### src/rtl/proc_hier_pkg.sv
// Shared types and defaults for the processor-hierarchy monitor.
// Trace-record classification lives here so the top and any log tooling agree on it.
package proc_hier_pkg;

    localparam int unsigned CNT_W_DEF = 32;

    typedef logic [15:0] word_t;
    typedef logic [2:0]  regsel_t;

    typedef enum logic [1:0] {
        TRC_NONE  = 2'd0,
        TRC_LOAD  = 2'd1,
        TRC_STORE = 2'd2
    } trc_kind_e;

    // A store wins when both memory strobes collide.
    function automatic trc_kind_e trc_kind(input logic rd, input logic wr);
        if (wr) begin
            return TRC_STORE;
        end
        if (rd) begin
            return TRC_LOAD;
        end
        return TRC_NONE;
    endfunction

endpackage

### src/rtl/event_counter.sv
// Free-running wrap-around event counter with enable; cleared only by async reset.
module event_counter #(
    parameter int unsigned W = 32
) (
    input  logic         clk,
    input  logic         rst,
    input  logic         en,
    output logic [W-1:0] count
);

    logic [W-1:0] count_q;
    logic [W-1:0] count_d;

    always_comb begin
        count_d = count_q;
        if (en) begin
            count_d = count_q + W'(1);
        end
    end

    always_ff @(posedge clk or negedge rst) begin
        if (!rst) begin
            count_q <= '0;
        end else begin
            count_q <= count_d;
        end
    end

    assign count = count_q;

endmodule

### src/rtl/proc_hier.sv
// Processor-hierarchy monitor: statistics counters, halt/protocol flags and a
// registered one-record-per-cycle commit trace. Everything freezes once halted.
module proc_hier
    import proc_hier_pkg::*;
#(
    parameter int unsigned CNT_W = CNT_W_DEF
) (
    input  logic             clk,
    input  logic             rst,
    input  logic [15:0]      pc_i,
    input  logic [15:0]      inst_i,
    input  logic             reg_write_i,
    input  logic [2:0]       write_reg_i,
    input  logic [15:0]      write_data_i,
    input  logic             mem_read_i,
    input  logic             mem_write_i,
    input  logic [15:0]      mem_addr_i,
    input  logic [15:0]      mem_data_in_i,
    input  logic [15:0]      mem_data_out_i,
    input  logic             icache_req_i,
    input  logic             icache_hit_i,
    input  logic             dcache_req_i,
    input  logic             dcache_hit_i,
    input  logic             halt_i,
    output logic [CNT_W-1:0] cycle_count_o,
    output logic [CNT_W-1:0] inst_count_o,
    output logic [CNT_W-1:0] icache_req_count_o,
    output logic [CNT_W-1:0] icache_hit_count_o,
    output logic [CNT_W-1:0] dcache_req_count_o,
    output logic [CNT_W-1:0] dcache_hit_count_o,
    output logic             halted_o,
    output logic             proto_err_o,
    output logic [15:0]      trc_pc_o,
    output logic [15:0]      trc_inst_o,
    output logic             trc_reg_valid_o,
    output logic [2:0]       trc_reg_sel_o,
    output logic [15:0]      trc_reg_data_o,
    output logic             trc_load_valid_o,
    output logic             trc_store_valid_o,
    output logic [15:0]      trc_mem_addr_o,
    output logic [15:0]      trc_mem_data_o
);

    localparam int unsigned N_CNT = 6;

    logic halted_q, halted_d;
    logic err_q, err_d;
    logic active;
    logic proto_viol;

    assign active     = ~halted_q;
    assign proto_viol = (icache_hit_i & ~icache_req_i)
                      | (dcache_hit_i & ~dcache_req_i)
                      | (mem_read_i & mem_write_i);

    // Counter order: cycle, inst, icache req, icache hit, dcache req, dcache hit.
    logic [N_CNT-1:0] cnt_ev;
    logic [CNT_W-1:0] cnt_val [N_CNT];

    assign cnt_ev = {dcache_hit_i, dcache_req_i, icache_hit_i, icache_req_i,
                     halt_i | reg_write_i | mem_write_i, 1'b1};

    for (genvar g = 0; g < N_CNT; g++) begin : g_cnt
        event_counter #(.W(CNT_W)) u_cnt (
            .clk   (clk),
            .rst   (rst),
            .en    (active & cnt_ev[g]),
            .count (cnt_val[g])
        );
    end

    assign cycle_count_o      = cnt_val[0];
    assign inst_count_o       = cnt_val[1];
    assign icache_req_count_o = cnt_val[2];
    assign icache_hit_count_o = cnt_val[3];
    assign dcache_req_count_o = cnt_val[4];
    assign dcache_hit_count_o = cnt_val[5];

    word_t     pc_q, pc_d, inst_q, inst_d;
    logic      reg_vld_q, reg_vld_d;
    regsel_t   reg_sel_q, reg_sel_d;
    word_t     reg_data_q, reg_data_d;
    trc_kind_e kind_q, kind_d;
    word_t     maddr_q, maddr_d, mdata_q, mdata_d;

    always_comb begin
        halted_d   = halted_q | (active & halt_i);
        err_d      = err_q | (active & proto_viol);
        pc_d       = pc_q;
        inst_d     = inst_q;
        reg_vld_d  = 1'b0;
        reg_sel_d  = reg_sel_q;
        reg_data_d = reg_data_q;
        kind_d     = TRC_NONE;
        maddr_d    = maddr_q;
        mdata_d    = mdata_q;
        if (active) begin
            pc_d       = pc_i;
            inst_d     = inst_i;
            reg_vld_d  = reg_write_i;
            reg_sel_d  = write_reg_i;
            reg_data_d = write_data_i;
            kind_d     = trc_kind(mem_read_i, mem_write_i);
            maddr_d    = mem_addr_i;
            mdata_d    = mem_write_i ? mem_data_in_i : mem_data_out_i;
        end
    end

    always_ff @(posedge clk or negedge rst) begin
        if (!rst) begin
            halted_q   <= 1'b0;
            err_q      <= 1'b0;
            pc_q       <= '0;
            inst_q     <= '0;
            reg_vld_q  <= 1'b0;
            reg_sel_q  <= '0;
            reg_data_q <= '0;
            kind_q     <= TRC_NONE;
            maddr_q    <= '0;
            mdata_q    <= '0;
        end else begin
            halted_q   <= halted_d;
            err_q      <= err_d;
            pc_q       <= pc_d;
            inst_q     <= inst_d;
            reg_vld_q  <= reg_vld_d;
            reg_sel_q  <= reg_sel_d;
            reg_data_q <= reg_data_d;
            kind_q     <= kind_d;
            maddr_q    <= maddr_d;
            mdata_q    <= mdata_d;
        end
    end

    assign halted_o          = halted_q;
    assign proto_err_o       = err_q;
    assign trc_pc_o          = pc_q;
    assign trc_inst_o        = inst_q;
    assign trc_reg_valid_o   = reg_vld_q;
    assign trc_reg_sel_o     = reg_sel_q;
    assign trc_reg_data_o    = reg_data_q;
    assign trc_load_valid_o  = (kind_q == TRC_LOAD);
    assign trc_store_valid_o = (kind_q == TRC_STORE);
    assign trc_mem_addr_o    = maddr_q;
    assign trc_mem_data_o    = mdata_q;

endmodule

### config.mk
export PLATFORM = sky130hd
export DESIGN_NAME = proc_hier
export DESIGN_NICKNAME = d
export VERILOG_FILES = /design/src/rtl/proc_hier_pkg.sv /design/src/rtl/event_counter.sv /design/src/rtl/proc_hier.sv
export SDC_FILE = /design/constraint.sdc
export NUM_CORES = 1
export LEC_CHECK = 0
export ABC_AREA = 1
export CELL_PAD_IN_SITES_DETAIL_PLACEMENT = 1
export CELL_PAD_IN_SITES_GLOBAL_PLACEMENT = 2
export CORE_UTILIZATION = 27
export CTS_BUF_LIST = sky130_fd_sc_hd__clkbuf_16
export DETAILED_ROUTE_END_ITERATION = 10
export PLACE_DENSITY_LB_ADDON = 0.1
export SETUP_SLACK_MARGIN = 0.1
export SKIP_LAST_GASP = 1
export SLEW_MARGIN = 10
export SYNTH_ARGS = -nofsm -noshare
export SYNTH_HDL_FRONTEND = slang
export SYNTH_SLANG_ARGS = --single-unit
### constraint.sdc
create_clock -name clk -period 1.8 [get_ports clk]
set_clock_uncertainty 0.1 [all_clocks]
set_input_delay 0.36 -clock clk [delete_from_list [all_inputs] [get_ports clk]]
set_output_delay 0.36 -clock clk [all_outputs]
set_load 0.02 [all_outputs]
; Yosys cells after proc, flatten, opt, wreduce, memory -nomap -nowiden
; Index checks and enable logic that the tools add are counted.
[word_totals]
inputBits = 109
ff_bits = 280
output_inout_bits = 280
wordCells = 55
[classes]
n_bitwise = 19
n_eq_ne = 2
addsub = 6
n_mux = 12
[ops]
columns = operator, n
row1 = 32-bit by 1-bit adder with 32-bit output (second input constant), 6
row2 = 16-bit two-way mux, 1
row3 = 1-bit AND, 10
row4 = 2-bit two-way mux, 5
row5 = 1-bit two-way mux, 6
row6 = 1-bit bitwise OR, 6
row7 = 1-bit inverter, 3
row8 = 2-bit by 1-bit equality test with 1-bit output (second input constant), 1
row9 = 2-bit equality test (second input constant), 1

; Depth between registers and ports, before layout
; Gate-level depths: netlist of the first run.
[logic_depth]
ltp_word = 7
mapped_depth = 10

; Cells and area by module
; A second synthesis of the first run with hierarchy kept.
[hier_totals]
hier_cells = 1777
area_unflattened_um2 = 14043.5
[modules_own_cells]
columns = module, area_per_inst_um2, seq_area_each_um2, n_inst, cells_each
row1 = event_counter, 1761.7, 800.8, 6, 229
row2 = proc_hier, 3473.3, 2202.1, 1, 403

; Worst setup path after synthesis of the first run
; Ideal clock, no wire load.
[synth_path]
kind = reg2reg
start = register g_cnt[5].u_cnt.count_q[1]
end = register g_cnt[5].u_cnt.count_q[26]
t_required_ns = 1.583
setup_time_ns = 0.117
t_arrival_ns = 1.507
path_stages_with_launch = 11
setup_slack_ns = 0.075
path_cell_list = dfrtp_1 ha_1 nand2_1 nor2_1 nand2_1 nor2_2 nand2_1 nor2_2 nand2_1 nand2_1 nand2_1
[synth_between]
elab_chain_cells = 1
[synth_rtl]
columns = item, line_no
row1 = start: declaration, event_counter.sv:11  ; logic [W-1:0] count_q;
row2 = start signal: assignment, event_counter.sv:25  ; count_q <= count_d;
row3 = 32-bit by 1-bit adder with 32-bit output, event_counter.sv:17  ; count_d = count_q + W'(1);
; No other way between the ends.
; A chain may end at the register's enable or synchronous reset.

; Final worst setup path of the first run
[layout_path]
start = register halted_q (netlist: halted_o)
end = register g_cnt[2].u_cnt.count_q[22]
[layout_between]
elab_chain_cells = 2
[layout_rtl]
columns = item, line_no
row1 = start: declaration, proc_hier.sv:46  ; logic halted_q, halted_d;
row2 = start signal: assignment, proc_hier.sv:122  ; halted_q <= halted_d;
row3 = 1-bit inverter, proc_hier.sv:51  ; assign active = ~halted_q;
row4 = 1-bit AND, proc_hier.sv:67  ; .en (active & cnt_ev[g]),
row5 = end signal: assignment, event_counter.sv:25
row6 = end: declaration, event_counter.sv:11
; No other way between the ends.

==> results of run 1 <==
==> what timing repair did <==
action | in CTS | in global routing
pin swaps | 2 | 52
resized for setup | 1008 | 280
setup buffers | 56 | 17
hold buffers | 1 | 0
gates cloned | 0 | 1
setup endpoints to repair | 431 | 262
hold endpoints to repair | 259 | 0
==> cell usage after synthesis, types with 9 or more instances <==
master	instances	area share, %
xor2_1	64	4.1
nand4_1	41	1.9
nand3b_1	15	0.83
nor2_2	16	0.74
xnor2_1	55	3.6
nor2_1	183	5.1
nand2_1	630	17
dfrtp_1	280	52
clkbuf_1	9	0.25
nor3_1	33	1.2
inv_1	184	5.1
nand3_1	149	5.5
==> placed cells by master, fill, tap and decap left out, types with 4 or more instances in the layout <==
master,n
nand2_1,606
dfrtp_1,219
inv_1,193
buf_4,171
buf_2,159
nor2_1,138
nand3_1,133
clkdlybuf4s50_1,107
xor2_1,63
dfrtp_2,60
clkdlybuf4s15_2,56
xnor2_1,52
clkbuf_2,52
nand4_1,41
clkbuf_16,41
nor2_2,34
buf_6,30
nor2_4,28
nor3_1,26
nand2_2,22
nand3b_1,15
nand3_2,14
clkinv_1,11
buf_12,8
nor3_4,7
nand2_4,6
o21ai_1,4
ha_1,4
clkdlybuf4s15_1,4
==> sequential cells by signal, summed over array words and instances (netlist names), 2 cells and up <==
| name | cells |
|---|---|
| trc_reg_data_o | 16 |
| trc_pc_o | 16 |
| trc_inst_o | 16 |
| trc_reg_sel_o | 3 |
| kind_q | 2 |
| trc_mem_data_o | 16 |
| trc_mem_addr_o | 16 |
| g_cnt.u_cnt.count | 192 |
==> path summary, 6_finish.rpt <==
kind	to	slack, ns	cells past startpoint
setup / recovery	g_cnt[2].u_cnt.count[22]	-0.03	9
max in group asynchronous	trc_inst_o[9]	0.75	3
min in group clk	trc_reg_sel_o[1]	0.25	3
setup reg to reg	g_cnt[2].u_cnt.count[22]	-0.03	9
hold / removal	g_cnt[2].u_cnt.count[27]	0.20	2
hold reg to reg	trc_inst_o[2]	0.37	2
==> logic make-up after synthesis <==
family | after synthesis
compound gates | 13
xor+xnor | 119
fa+ha+maj | 6
buf+inv | 210
flops | 280
simple gates | 1082
==> layer usage <==
metal	part of all wire [%]	wire, um	track usage (%)	vias up
li1	-	-	-	6541
met1	42	21900	24.6	6497
met2	49	25600	34.8	301
met3	6.6	3430	5.50	68
met4	1.8	937	5.34	0
met5	0	0	0	-
==> critical path: stages, from the launching register on <==
cell and delay (ns):
dfrtp_4 0.51, inv_8 0.10, buf_6 0.16, nand2_2 0.11, nor2_1 0.13, nand3_1 0.08, nor2_1 0.12, buf_6 0.17
nand2_1 0.07, xnor2_1 0.14
==> power groups by stage <==
stage               registers [uW]  logic, uW  clock network (uW)
floorplan                     7250        284                   0
global placement              6890       1870                   0
detailed placement            6900       1880                   0
CTS                           6790       1730                7220
global route                  6830       1840                7420
finish                        6790       1680                6970
==> through the flow <==
step	instance area [sq um]	std cells	TNS, ns
floorplan	13600	1710	0
global placement	19200	2866	-24.66
global route	20700	3008	-3.64
CTS	20200	2990	-0.167
finish	20700	3009	-0.0743
detailed placement	19200	2866	-26.47
==> layout make-up <==
cell class              count  area, sq um  area share, %
flip-flops and latches    280         7090           34.2
multi-input cells        1220         6330           30.5
repair buffers            591         4630           22.4
well taps                 664          831           4.01
diodes                      1         2.50         0.0121
clock inverters            26          101          0.489
inverters                 186          716           3.45
clock buffers              41         1030           4.95
==> out/qor.csv, run 1 <==
stage,metric,value,unit
outcome,status,finished with violations,
outcome,failing checks,setup timing,
power,Lkg Pwr,0.0105,uW
power,Overall Power,15500,uW
global_route,initial antenna violation count,0,
setup_path,CP arrival,2.15,ns
sta,fin crit period,1.83,ns
sta,f_max,548,MHz
synth,post-synthesis simple-gate area fraction,33.7,%
die,DIE WIDTH,226,um
die,initial core utilization,27.5,%
setup_path,Crit Path Max Fanout,12,
clock_tree,Clock Latency Late Sink,0.55,ns
global_route,GRT Util Overall,20.2,%
global_route,vias in the first global route,14300,
die,io pins,389,
routing,Via density,4.46,
clock_tree,clk buf depth,3,
power,P_int,11400,uW
power,Comb power frac,10.9,%
place,DPL Wire Length,39.1,mm
global_route,first-pass GRT wire length,80.3,mm
setup_path,CP Launch Type,register,
place,Place WS,-0.424,ns
final_layout,post-layout net count,2432,
routing,DR iter-0 viols,481,
setup_path,Crit path required time,2.12,ns
synth,top_reg_cell synth,dfrtp_1,
clock_tree,clk sinks,280,
setup_path,CP Capture Type,register,
synth,synthesized area per cell,7.94,sq um
run,max_cap viols,0,
sta,Slew headroom,68.9,%
synth,Unique masters post-synth,31,
power,P_sw,4090,uW
synth,"Async S/R FF share, synth",100,%
sta,worst-margin pin slew,0.462,ns
die,Core Area,49300,sq um
routing,WL/cell,17.2,um
sta,Final Max Slew Viols,0,
clock_tree,"Reg clk slew, reported paths",0.05,ns
synth,Synth warnings,0,
power,Clk pwr share,45.1,%
synth,largest family of logic cells by synthesized area,simple AND/OR/NAND/NOR gates,
routing,DR vias,13400,
power,worst vdd ir,567,uV
synth,Post-Syn Area,13600,sq um
synth,XOR/XNOR Fraction of Synth Area,7.68,%
synth,Synth Net Count,1825,
final_layout,Area Overhead vs Synth,52.7,%
final_layout,fin util,42.1,%
clock_tree,H-tree levels,2,
setup_path,Setup crit start,halted_o,
power,P per Cell Area,746,nW/um^2
power,register share of total power,44.0,%
place,RD Place Congestion,0.798,
sta,Final Cycle Share,101,%
global_route,largest net degree at the start of global routing,78,
synth,fraction of synthesized area in multiplexers,0,%
synth,Post-Synth Adder-Cell Area,0.553,%
sta,Hold WS,0.203,ns
synth,number of synthesized register bits,280,
synth,register area share after synthesis,51.6,%
power,switch share,26.5,%
synth,Compound-Gate Fraction of Synth Area,0.535,%
clock_tree,CTS buffer count,38,
final_layout,share of cells above drive strength 1,30.5,%
place,PortBufs,388,
setup_path,crit path kind,register to register,
die,area of the die,51200,sq um
synth,Post-synth EDFFs,0,
hold_path,Hold/Removal Path Class,input pin to async pin,
clock_tree,clock tree from TritonCTS,built,
die,row count,81,
synth,synthesized instance count,1710,
clock_tree,clk root buf,clkbuf_16,
sta,fin worst setup slack,-0.0264,ns
global_route,GRT Residual Overflow,0,
die,Die H,226,um
routing,Pre-antenna DRT Iters,4,
routing,DRC Markers,0,
final_layout,filler instances,6043,
setup_path,FF-to-FF Start,halted_o,
sta,Final Hold Fails,0,
routing,Post-Route WL,51.9,mm
sta,RSZ-0062 raised after global routing,true,
sta,"Setup violations, final",7,
routing,Post-DRT Antenna Nets,0,
No activity file was read; power rests on OpenSTA's default activity.
==> inputs of run 2 (changes only) <==
--- a/config.mk
+++ b/config.mk
@@ -11,6 +11,7 @@
 export CORE_UTILIZATION = 27
 export CTS_BUF_LIST = sky130_fd_sc_hd__clkbuf_16
 export DETAILED_ROUTE_END_ITERATION = 10
+export GPL_TIMING_DRIVEN = 0
 export PLACE_DENSITY_LB_ADDON = 0.1
 export SETUP_SLACK_MARGIN = 0.1
 export SKIP_LAST_GASP = 1
==> run 2 against run 1 <==
  * The run now ends clean
  * Worst setup slack better by 0.042 ns
  * Final cell count down 2.2%
  * Utilization shrank 1.1 points
  * Count of clock-buffer cells in the layout is 2 lower
  * Worst hold slack lost 0.010 ns
  * First-iteration DRC count up 4.2%
  * Clock power rose by 3%
  * Via count down 2.2%
  * Critical path type unchanged
  * Critical endpoint is now g_cnt[4].u_cnt.count[13]
  * Largest power group unchanged
  * Highest routed layer unchanged
==> out/qor.csv, run 2 (same netlist as run 1, synthesis figures left out) <==
stage,metric,value,unit,change
sta,fin crit period,1.78,ns,-0.0421 ns
die,io pins,389,,unchanged
setup_path,FF-to-FF path depth,6,,-3
setup_path,flop2flop setup slack,0.02,ns,+0.04 ns
setup_path,Top Family by Delay on Critical Path,simple AND/OR/NAND/NOR gates,,
setup_path,Crit path required time,2.12,ns,about the same
routing,DR iter-0 viols,501,,+4.2%
sta,worst-margin pin slew,0.538,ns,+0.0760 ns
clock_tree,clk sinks,280,,unchanged
final_layout,post-layout net count,2367,,-2.7%
die,DIE WIDTH,226,um,unchanged
routing,DRC Markers,0,,unchanged
place,PortBufs,388,,unchanged
setup_path,CP Capture Type,register,,
sta,Final Cycle Share,99.1,%,-2.3 points
final_layout,Area Overhead vs Synth,48.7,%,
power,P_sw,4130,uW,+0.90%
setup_path,CP Launch Type,register,,
final_layout,most frequent cells in the layout,"nand2_1 (607), dfrtp_1 (203), inv_1 (185)",,
power,P_int,11400,uW,about the same
clock_tree,CTS buffer count,37,,-2.6%
power,register share of total power,43.9,%,about the same
die,row count,81,,unchanged
sta,Final Max Slew Viols,0,,unchanged
die,initial core utilization,27.5,%,unchanged
global_route,largest net degree at the start of global routing,99,,+27%
final_layout,fin util,41.0,%,-1.1 points
hold_path,Hold/Removal Path Class,input pin to async pin,,
final_layout,Largest register FFs,192,,unchanged
outcome,status,finished clean,,
run,max_cap viols,0,,unchanged
place,RD Place Congestion,0.803,,+0.59%
final_layout,"most common cell after layout, fill and taps aside",nand2_1,,
setup_path,Crit path depth,6,,-3
setup_path,Crit Path Max Fanout,6,,-6
global_route,initial antenna violation count,1,,+1
die,area of the die,51200,sq um,unchanged
clock_tree,clk root buf,clkbuf_16,,
routing,Via density,4.46,,about the same
power,P per Cell Area,768,nW/um^2,+3.0%
setup_path,"Buf+Inv Stages, Crit Path",2,,-1
final_layout,filler instances,5976,,-1.1%
setup_path,crit-path max cell delay,0.50,ns,about the same
sta,RSZ-0062 raised after global routing,true,,
sta,f_max,560,MHz,+2.4%
clock_tree,H-tree levels,2,,unchanged
sta,"Setup violations, final",0,,-7
die,Die H,226,um,unchanged
clock_tree,"Reg clk slew, reported paths",0.06,ns,about the same
setup_path,reg2reg end,g_cnt[4].u_cnt.count[13],,
power,Clk pwr share,46.1,%,+1.0 points
routing,Post-Route WL,52.5,mm,+1.1%
routing,DR vias,13100,,-2.2%
sta,Slew headroom,64.1,%,-4.8 points
setup_path,crit path kind,register to register,,
clock_tree,clock tree from TritonCTS,built,,
sta,Hold WS,0.193,ns,-0.0101 ns
routing,Post-DRT Antenna Nets,0,,unchanged
routing,WL/cell,17.8,um,+3.4%
place,DPL Wire Length,38.8,mm,-0.66%
global_route,GRT Util Overall,20.5,%,+0.33 points
clock_tree,Clock Latency Late Sink,0.55,ns,about the same
global_route,vias in the first global route,14000,,-1.8%
global_route,first-pass GRT wire length,80.8,mm,+0.65%
power,Lkg Pwr,0.0101,uW,-3.8%
clock_tree,clk buf depth,3,,unchanged
power,Comb power frac,10.0,%,-0.9 points
setup_path,CP arrival,2.10,ns,-0.05 ns
die,Core Area,49300,sq um,unchanged
power,worst vdd ir,567,uV,about the same
sta,Final Hold Fails,0,,unchanged
power,switch share,26.6,%,+0.16 points
global_route,GRT Residual Overflow,0,,unchanged
final_layout,share of cells above drive strength 1,30.4,%,-0.11 points
routing,Pre-antenna DRT Iters,4,,unchanged
setup_path,crit path cell chain,"inv_8, nand2_8, nor3_4, nand4_1, buf_4, xnor2_1",,
setup_path,slowest cell on the critical path,dfrtp_2,,
setup_path,FF-to-FF Start,halted_o,,
-- run 2: cell count changes in the layout (fill, tap and decap cells not counted), moves of 13 or more --
cell             previous run  this run
nor2_1                    138       117
buf_2                     159       172
clkbuf_2                   52        83
dfrtp_1                   219       203
dfrtp_2                    60        77
buf_4                     171       111
buf_6                      30         8
clkdlybuf4s15_2            56        25
nor2_4                     28        46
-- run 2: per-layer routing --
layer	global-route usage [%]	share of wire, %	up-vias
li1	-	-	6400
met1	25.3	43	6383
met2	35.2	49	274
met3	5.53	6.5	59
met4	5.23	1.8	0
met5	0	0	-
-- run 2: layout make-up --
| cell class | count | area [sq um] | area share (%) |
|---|---|---|---|
| clock inverters | 25 | 163 | 0.806 |
| repair buffers | 503 | 3670 | 18.2 |
| inverters | 186 | 717 | 3.55 |
| multi-input cells | 1220 | 6530 | 32.4 |
| diodes | 1 | 2.50 | 0.0124 |
| clock buffers | 39 | 976 | 4.84 |
| plain buffers | 24 | 176 | 0.875 |
| flip-flops and latches | 280 | 7100 | 35.2 |
| well taps | 664 | 831 | 4.12 |
-- run 2: worst register-to-register path, delay by kind of cell, from the launching register on --
kind,cells,cell delay [ns]
XOR/XNOR,1,0.11
buffers and inverters,2,0.34
flip-flops,1,0.50
AND/OR/NAND/NOR,3,0.60
-- run 2: how the worst max path moves through the flow --
stage / startpoint / end
3_5_place_dp: mem_write_i / trc_mem_data_o[7]
5_1_grt: halted_o / g_cnt[4].u_cnt.count[13]
4_1_cts: halted_o / g_cnt[4].u_cnt.count[29]
6_report: halted_o / g_cnt[4].u_cnt.count[13]
2_1_floorplan: g_cnt[4].u_cnt.count[1] / g_cnt[4].u_cnt.count[28]
3_3_place_gp: rst / halted_o
-- run 2: repair_timing --
| action | CTS | global route |
|---|---|---|
| gates cloned | 2 | 0 |
| hold buffers | 1 | 0 |
| setup endpoints to repair | 487 | 300 |
| buffers inserted | 64 | 45 |
| hold endpoints to repair | 36 | 0 |
| pin swaps | 3 | 53 |
| gates resized for setup | 1030 | 353 |
-- run 2: per-stage QoR --
stage / TNS (ns) / power (uW) / area [sq um] / setup slack, ns / cells
5_1_grt: -1.41 / 16200 / 20200 / -0.0637 / 2942
6_report: 0 / 15500 / 20200 / 0.0157 / 2942
4_1_cts: -0.872 / 15800 / 19500 / -0.0478 / 2896
2_1_floorplan: 0 / 7540 / 13600 / 0.127 / 1710
3_3_place_gp: -3859.30 / 8700 / 18300 / -14.85 / 2762
3_5_place_dp: -55.23 / 8730 / 18400 / -0.613 / 2765
-- run 2: power groups by stage --
stage | combinational, uW | sequential (uW) | clock [uW]
finish | 1550 | 6800 | 7150
global placement | 1790 | 6910 | 0
global route | 1700 | 6840 | 7640
detailed placement | 1820 | 6910 | 0
floorplan | 284 | 7250 | 0
CTS | 1610 | 6790 | 7410
